==> src/rtl/serial_adder_if.sv <==
`default_nettype none
// ============================================================================
// Module      : serial_adder_if
// Description : Handshake bundle for serial_adder. The producer side drives
//               operands (in_valid/a/b/cin[/sub]) and out_ready; the adder
//               returns in_ready, out_valid, sum and carry.
//               Optional feature macro: SERIAL_ADDER_SUB_EN adds the sub signal.
// Ports       : master - operand source / result sink
//               slave  - the serial adder itself
// Revision    : 1.0 - initial release
// ============================================================================
interface serial_adder_if #(
  parameter int WIDTH = 8
);
  logic             in_valid;
  logic             in_ready;
  logic [WIDTH-1:0] a;
  logic [WIDTH-1:0] b;
  logic             cin;
  logic             out_valid;
  logic             out_ready;
  logic [WIDTH-1:0] sum;
  logic             carry;
`ifdef SERIAL_ADDER_SUB_EN
  logic             sub;

  modport master (
    output in_valid, a, b, cin, sub, out_ready,
    input  in_ready, out_valid, sum, carry
  );

  modport slave (
    input  in_valid, a, b, cin, sub, out_ready,
    output in_ready, out_valid, sum, carry
  );
`else
  modport master (
    output in_valid, a, b, cin, out_ready,
    input  in_ready, out_valid, sum, carry
  );

  modport slave (
    input  in_valid, a, b, cin, out_ready,
    output in_ready, out_valid, sum, carry
  );
`endif
endinterface
`default_nettype wire

==> src/rtl/serial_adder.sv <==
`default_nettype none
// ============================================================================
// Module      : serial_adder
// Description : Multi-cycle adder computing {carry,sum} = a + b + cin, STEP
//               bits per clock through a registered carry, with valid/ready
//               handshakes on operands and result.
//               Optional feature macro: SERIAL_ADDER_SUB_EN - when defined,
//               bus.sub=1 at the accepting edge computes a - b (a + ~b + 1,
//               cin ignored, carry=1 means no borrow).
// Ports       : clk   - clock, rising edge
//               rst_n - synchronous active-low reset
//               bus   - serial_adder_if.slave (in_valid/in_ready/a/b/cin[/sub],
//                       out_valid/out_ready/sum/carry)
// Revision    : 1.0 - initial release
// ============================================================================
module serial_adder #(
  parameter int WIDTH = 8,
  parameter int STEP  = 1
) (
  input  logic clk,
  input  logic rst_n,
  serial_adder_if.slave bus
);

  localparam int c_BEATS = WIDTH / STEP;
  // One extra count value so the counter can pass the last beat without wrapping.
  localparam int c_CNT_W = $clog2(c_BEATS + 1);
  localparam logic [c_CNT_W-1:0] c_LAST = c_CNT_W'(c_BEATS - 1);

  generate
    if ((WIDTH < 2) || (STEP < 1) || (STEP > WIDTH) || ((WIDTH % STEP) != 0)) begin : g_param_check
      $error("serial_adder: WIDTH must be >= 2 and STEP must divide WIDTH");
    end
  endgenerate

  typedef enum logic [1:0] {
    S_IDLE = 2'd0,
    S_CALC = 2'd1,
    S_DONE = 2'd2
  } state_t;

  state_t               state_q;
  logic [WIDTH-1:0]     a_sh_q;
  logic [WIDTH-1:0]     b_sh_q;
  logic [WIDTH-1:0]     acc_q;
  logic                 cy_q;
  logic [c_CNT_W-1:0]   cnt_q;
  logic [WIDTH-1:0]     sum_q;
  logic                 carry_q;
  logic                 out_valid_q;

  logic [STEP:0]        slice_d;
  logic [WIDTH-1:0]     acc_d;
  logic                 cy_d;
  logic [WIDTH-1:0]     b_load;
  logic                 cin_load;

  // Subtraction reuses the adder: invert b and force the carry-in to 1.
`ifdef SERIAL_ADDER_SUB_EN
  assign b_load   = bus.sub ? ~bus.b : bus.b;
  assign cin_load = bus.sub ? 1'b1   : bus.cin;
`else
  assign b_load   = bus.b;
  assign cin_load = bus.cin;
`endif

  // One STEP-bit slice of the sum plus its carry-out.
  assign slice_d = {1'b0, a_sh_q[STEP-1:0]} + {1'b0, b_sh_q[STEP-1:0]}
                 + {{STEP{1'b0}}, cy_q};
  assign cy_d    = slice_d[STEP];

  // New slice enters at the MSB so after the last beat the LSB slice
  // has travelled down to bit 0.
  generate
    if (STEP == WIDTH) begin : g_acc_full
      assign acc_d = slice_d[STEP-1:0];
    end else begin : g_acc_shift
      assign acc_d = {slice_d[STEP-1:0], acc_q[WIDTH-1:STEP]};
    end
  endgenerate

  always_ff @(posedge clk) begin
    if (!rst_n) begin
      state_q     <= S_IDLE;
      a_sh_q      <= '0;
      b_sh_q      <= '0;
      acc_q       <= '0;
      cy_q        <= 1'b0;
      cnt_q       <= '0;
      sum_q       <= '0;
      carry_q     <= 1'b0;
      out_valid_q <= 1'b0;
    end else begin
      case (state_q)
        S_IDLE: begin
          if (bus.in_valid) begin
            a_sh_q  <= bus.a;
            b_sh_q  <= b_load;
            cy_q    <= cin_load;
            cnt_q   <= '0;
            state_q <= S_CALC;
          end
        end
        S_CALC: begin
          a_sh_q <= a_sh_q >> STEP;
          b_sh_q <= b_sh_q >> STEP;
          acc_q  <= acc_d;
          cy_q   <= cy_d;
          cnt_q  <= cnt_q + c_CNT_W'(1);
          if (cnt_q == c_LAST) begin
            // Publish this beat's values directly; the registers above
            // only catch up on the same edge.
            sum_q       <= acc_d;
            carry_q     <= cy_d;
            out_valid_q <= 1'b1;
            state_q     <= S_DONE;
          end
        end
        S_DONE: begin
          if (bus.out_ready) begin
            out_valid_q <= 1'b0;
            state_q     <= S_IDLE;
          end
        end
        default: begin
          out_valid_q <= 1'b0;
          state_q     <= S_IDLE;
        end
      endcase
    end
  end

  assign bus.in_ready  = (state_q == S_IDLE);
  assign bus.out_valid = out_valid_q;
  assign bus.sum       = sum_q;
  assign bus.carry     = carry_q;

endmodule
`default_nettype wire

==> src/flat_wrapper.sv <==
// flat-port wrapper written by rule: the top's interface ports become plain ports
module serial_adder_flat 
#(
  parameter int WIDTH = 8,
  parameter int STEP  = 1
)
  (clk, rst_n, bus_in_valid, bus_a, bus_b, bus_cin, bus_out_ready, bus_in_ready, bus_out_valid, bus_sum, bus_carry);
  serial_adder_if #(.WIDTH(WIDTH)) bus_i ();
  input  logic clk;
  input  logic rst_n;
  input wire logic [$bits(bus_i.in_valid)-1:0] bus_in_valid;
  input wire logic [$bits(bus_i.a)-1:0] bus_a;
  input wire logic [$bits(bus_i.b)-1:0] bus_b;
  input wire logic [$bits(bus_i.cin)-1:0] bus_cin;
  input wire logic [$bits(bus_i.out_ready)-1:0] bus_out_ready;
  output wire logic [$bits(bus_i.in_ready)-1:0] bus_in_ready;
  output wire logic [$bits(bus_i.out_valid)-1:0] bus_out_valid;
  output wire logic [$bits(bus_i.sum)-1:0] bus_sum;
  output wire logic [$bits(bus_i.carry)-1:0] bus_carry;
  assign bus_i.in_valid = bus_in_valid;
  assign bus_i.a = bus_a;
  assign bus_i.b = bus_b;
  assign bus_i.cin = bus_cin;
  assign bus_i.out_ready = bus_out_ready;
  assign bus_in_ready = bus_i.in_ready;
  assign bus_out_valid = bus_i.out_valid;
  assign bus_sum = bus_i.sum;
  assign bus_carry = bus_i.carry;
  serial_adder #(.WIDTH(WIDTH), .STEP(STEP)) u_core (.clk(clk), .rst_n(rst_n), .bus(bus_i));
endmodule
==> config.mk <==
export PLATFORM = sky130hd
export DESIGN_NAME = serial_adder_flat
export DESIGN_NICKNAME = d
export VERILOG_FILES = /design/src/rtl/serial_adder_if.sv /design/src/rtl/serial_adder.sv /design/src/flat_wrapper.sv
export SDC_FILE = /design/constraint.sdc
export NUM_CORES = 1
export LEC_CHECK = 0
export BUFFER_PORTS_ARGS = -buffer_cell sky130_fd_sc_hd__buf_4
export CAP_MARGIN = 0
export CORE_MARGIN = 5
export CORE_UTILIZATION = 46
export CTS_BUF_LIST = sky130_fd_sc_hd__clkbuf_2
export CTS_CLUSTER_SIZE = 20
export DETAILED_ROUTE_END_ITERATION = 6
export PLACE_DENSITY = 0.68
export SYNTH_ARGS = -nofsm -noshare
export SYNTH_HDL_FRONTEND = slang
export SYNTH_SLANG_ARGS = --single-unit
==> constraint.sdc <==
create_clock -name clk -period 1.3 [get_ports clk]
set_input_delay 0.195 -clock clk [delete_from_list [all_inputs] [get_ports clk]]
set_output_delay 0.195 -clock clk [all_outputs]
set_load 0.1 [all_outputs]
; ---- Word-level counts from Yosys, hierarchy flattened
; Index checks and enable logic that the tools add are counted.
[word_totals]
reg_bits = 41
elab_cells = 40
output_inout_bits = 11
inputBits = 21
[classes]
eq_ne = 6
mux = 15
reduce_logical = 6
addsub = 3
n_bitwise = 1
[op_table]
columns = cell, count
row1 = 8-bit case mux with 2 select lines, 2
row2 = 8-bit two-way mux, 2
row3 = 4-bit case mux with 2 select lines, 1
row4 = 2-bit two-way mux, 3
row5 = 2-bit case mux with 3 select lines, 1
row6 = 3-bit AND reduction, 2
row7 = "4-bit by 1-bit adder with 4-bit output, second input constant", 1
row8 = "4-bit by 3-bit equality test with 1-bit output, second input constant", 1
row9 = 4-bit two-way mux, 1
row10 = "2-bit inequality test, second input constant", 2
row11 = 2-bit AND reduction, 2
row12 = 1-bit two-way mux, 3
row13 = 1-bit case mux with 3 select lines, 1
row14 = 1-bit by 1-bit adder with 2-bit output, 1
row15 = 2-bit by 1-bit adder with 2-bit output, 1
row16 = "2-bit by 1-bit equality test with 1-bit output, second input constant", 1
row17 = "2-bit equality test, second input constant", 1
row18 = 2-bit logical NOT, 1
row19 = "2-bit by 1-bit inequality test with 1-bit output, second input constant", 1
row20 = 1-bit case mux with 2 select lines, 1
row21 = 2-bit nonzero test, 1
row22 = 1-bit NOT, 1

; ---- Depth between registers and ports, before layout
[depth]
word_depth = 3
ltp_mapped = 5
depth_no_buf = 4

; ---- Least setup slack after synthesis
; No wires, ideal clock.
[synth_path]
path_type = register -> register
start = register u_core.state_q[0]
end = register u_core.a_sh_q[7]
required_time_ns = 1.230
setup_time_ns = 0.070
slack_ns = -1.058
period_less_slack_ns = 2.358
n_path_buf = 2
stages_incl_launch_ff = 6
arrival_time_ns = 2.288
cell_sequence = dfxtp_1 -> buf_4 -> buf_6 -> nor2_1 -> a32oi_1 -> nor2_1
[synth_between]
elab_chain_cells = 3
[synth_rtl]
columns = element, line_no
row1 = start: declaration, serial_adder.sv:42  ; state_t state_q;
row2 = start signal: assignment, serial_adder.sv:84  ; state_q <= S_IDLE;
row3 = start signal: assignment, serial_adder.sv:101  ; state_q <= S_CALC;
row4 = start signal: assignment, serial_adder.sv:116  ; state_q <= S_DONE;
row5 = 2-bit logical NOT (*), --
row6 = net bus_in_ready, flat_wrapper.sv:16  ; output wire logic [$bits(bus_i.in_ready)-1:0] bus_in_ready;
row7 = 2-bit inequality test (no source line) / 2-bit nonzero test (equally long branches), --
row8 = 2-bit AND reduction (no source line), --
row9 = end signal: assignment, serial_adder.sv:97  ; a_sh_q <= bus.a;
row10 = end signal: assignment, serial_adder.sv:105  ; a_sh_q <= a_sh_q >> STEP;
row11 = end: declaration, serial_adder.sv:43  ; logic [WIDTH-1:0] a_sh_q;
; The timed path passes the listed nets; every way through them passes the cells marked *.
; A chain may end at the register's enable or synchronous reset.

; ---- Worst setup path in the final report
[layout_path]
start = register u_core.state_q[0]
end = output port bus_in_ready
[layout_between]
elab_chain_cells = 1
[layout_rtl]
columns = element, line_no
row1 = 2-bit logical NOT, serial_adder.sv:133  ; assign bus.in_ready = (state_q == S_IDLE);
row2 = end: declaration, flat_wrapper.sv:16
; Every way passes these cells.

==> qor.yml <==
synth:
  ys_seq_area_share_pct: 45.10
  syn_area_sq_um: 1775
  ys_warn_count: 0
  ys_ff_latch: 40
  ys.flop_type: "dfxtp_1"
  synthArstFlopShare_pct: 0
  syn_inst: 199
  syn_area_per_cell_sq_um: 8.922
  synth_cell_types: 32
  synth-edff-count: 0
  syn_nets: 222
power:
  irDropWorstVdd_mv: 0.7068
  p_int_uw: 1791
  seqPwrFrac_pct: 53.9
  p_per_area_nw_per_um2: 1036
  combPwrFrac_pct: 14.8
  p_leak_uw: 0.0009560
  pwr-share-clk_pct: 31.2
  switching_share_pct: 26.78
  switching_power_uw: 655.2
  power.total_uw: 2446
run_status:
  failed_checks: "negative setup slack"
  status: "finished, violations left"
drt:
  firstDrtPassIters: 4
  ant_nets: 0
  totalWireLength_um: 4125
  drcViolationCount: 0
  vias: 1581
  via_per_inst: 5.452
  wire_per_inst_um: 14.22
  drt_iter0_markers: 89
grt:
  antenna_found_initial: 0
  grt_max_degree: 37
  grt.overflow.total: 0
  grt_pass1_vias: 1564
  grt.total_usage_pct: 16.76
  grt_pass1_wl_um: 6989
placed_design:
  placed_area_sq_um: 2073
  hpwlAfterDp_um: 2743
  port_buffers: 31
  place.gp.congestion: 0.7723
  dp_cells: 272
finish:
  ff_latch_area_sq_um: 820.8
  drive_gt1_share_pct: 37.60
  design_area_sq_um: 2361
  area_growth_pct: 32.98
  nets: 264
  antennaDiodeCount: 0
  final_util_pct: 64.01
  fillers: 329
  multi_input_comb_area_sq_um: 938.4
  fin_cells: 290
sta:
  fin_crit_ns: 1.428
  finalSetupViolCount: 2
  hold_viol: 0
  drv_slew: 0
  post-route-period-util_pct: 109.8
  clock_skew_ns: 0.02408
  tns_ns: -0.1302
  maxSlewHeadroom_pct: 73.80
  tightest_slew_ns: 0.3926
  rsz0062_at_grt: "yes"
  setup_ws_ns: -0.1277
  max_clock_freq_ghz: 0.7004
clock_tree:
  numCtsBuffers: 5
  clk_pin_slew_ns: 0.20
  insertion_delay_ns: 0.43
  htreeDepth: 2
  cts_tree: "done"
  cts_root_buffer: "clkbuf_2"
  cts_buffer_depth: 2
  clock-sinks: 40
min_path:
  hp-class: "in2reg"
floorplanning:
  core_area_sq_um: 3689
  dieArea_sq_um: 5202
  die_h_um: 72.13
  start_util_pct: 48.13
  die_w_um: 72.13
  ioPinCount: 32
  rows: 22
critical_path:
  path_cells: "buf_6 -> nor2_4 -> buf_12"
  crit_arrival_ns: 1.23
  slowest_stage: "dfxtp_4"
  endpoint_kind: "primary output"
  cp_max_fo: 3
  required_ns: 1.11
  worst_path_largest_cell_delay_ns: 0.39
  start_kind: "flop"
  crit_type: "reg2out"
job:
  drv_cap: 0
-- area by class of cell --
cell class	instances	area share [%]
Inverter	2	0.3180
Clock buffer	5	1.060
Timing Repair Buffer	50	19.77
Tap cell	48	2.544
Multi-Input combinational cell	142	39.75
Clock inverter	3	1.802
Sequential cell	40	34.76
-- metrics by stage --
stage	setup WS [ns]	hold slack (ns)
3_5_place_dp	-0.1171	0.4572
6_report	-0.1277	0.01750
4_1_cts	-0.1284	0.008901
2_1_floorplan	-0.1272	0.3672
5_1_grt	-0.1646	0.04739
3_3_place_gp	-0.01568	0.4431
-- path summary, 6_finish.rpt --
| path | startpoint | end | slack, ns | cells past startpoint |
|---|---|---|---|---|
| min | bus_a[7] | u_core.a_sh_q[7]$_SDFFE_PN0P_ | 0.02 | 3 |
| max reg2reg | u_core.cnt_q[1]$_SDFFE_PN0P_ | u_core.bus.sum[7]$_SDFFE_PN0P_ | 0 | 4 |
| min reg2reg | u_core.bus.carry$_SDFFE_PN0P_ | u_core.bus.carry$_SDFFE_PN0P_ | 0.49 | 2 |
| max | u_core.state_q[0]$_SDFFE_PN0P_ | bus_in_ready | -0.13 | 3 |
-- worst max-delay path, delay by kind of cell, from the launching register on --
family / cells / cell delay (ns)
AND/OR/NAND/NOR: 1 / 0.13
flip-flops: 1 / 0.39
buffers and inverters: 2 / 0.30
-- metal layers --
| layer | track usage [%] | up-vias | wire length (um) |
|---|---|---|---|
| li1 | - | 777 | - |
| met1 | 21.43 | 771 | 1846 |
| met2 | 27.10 | 24 | 2042 |
| met3 | 3.740 | 9 | 166 |
| met4 | 7.098 | 0 | 70 |
| met5 | 0 | - | 0 |
-- timing repair --
item | in CTS | in global routing
gates resized for setup | 20 | 24
pin swaps | 4 | 6
setup endpoints to repair | 34 | 28
cloned | 1 | 0
hold buffers | 0 | 0
buffers inserted | 8 | 1
-- placed cells by master (no fill, tap or decap), drive strengths merged --
cell,count
o221a,15
nand3,2
o21ai,1
nand4b,1
dfxtp,40
bufinv,1
nor2b,15
o21bai,1
o32a,1
clkinv,2
a31oi,1
a2bb2oi,1
ha,1
inv,2
nor3b,2
fa,1
a22oi,1
nand2b,1
a21oi,23
and3,1
o21a,1
nand2,36
buf,50
nor2,24
mux2i,10
a32oi,2
or3,1
clkbuf,5
-- power groups by stage --
stage	Clock [uW]	Combinational (uW)	Sequential, uW
floorplan	0	230	1340
global placement	0	309	1350
detailed placement	0	321	1350
CTS	774	355	1320
global route	833	402	1330
finish	764	363	1320
-- state kept, by name (all words and copies together) (netlist names) --
name                  count
u_core.a_sh_q             8
u_core.b_sh_q             8
u_core.bus.sum            8
u_core.acc_q              7
u_core.cnt_q              4
u_core.state_q            2
u_core.bus.carry          1
u_core.bus.out_valid      1
u_core.cy_q               1
-- cell usage after synthesis, types with 2 or more instances --
library cell / count / share of area (%)
dfxtp_1: 40 / 45
nand2_1: 36 / 7.6
a21oi_1: 23 / 6.5
nor2_1: 21 / 4.4
nor2b_1: 15 / 5.3
o221a_2: 12 / 7.6
mux2i_1: 10 / 5.6
clkbuf_1: 7 / 1.5
buf_2: 6 / 1.7
o221a_1: 3 / 1.9
a32oi_1: 2 / 0.99
inv_1: 2 / 0.42
nand3_1: 2 / 0.56
nor3b_1: 2 / 0.85
-- cell families after synthesis --
logic type,synth area share [%]
AND/OR/NAND/NOR,22.62
AO/OA/AOI/OAI,19.94
flip-flops,45.10
buffers and inverters,4.863
multiplexers,5.638
adder cells (fa/ha/maj),1.832
(Power assumes the default switching activity.)
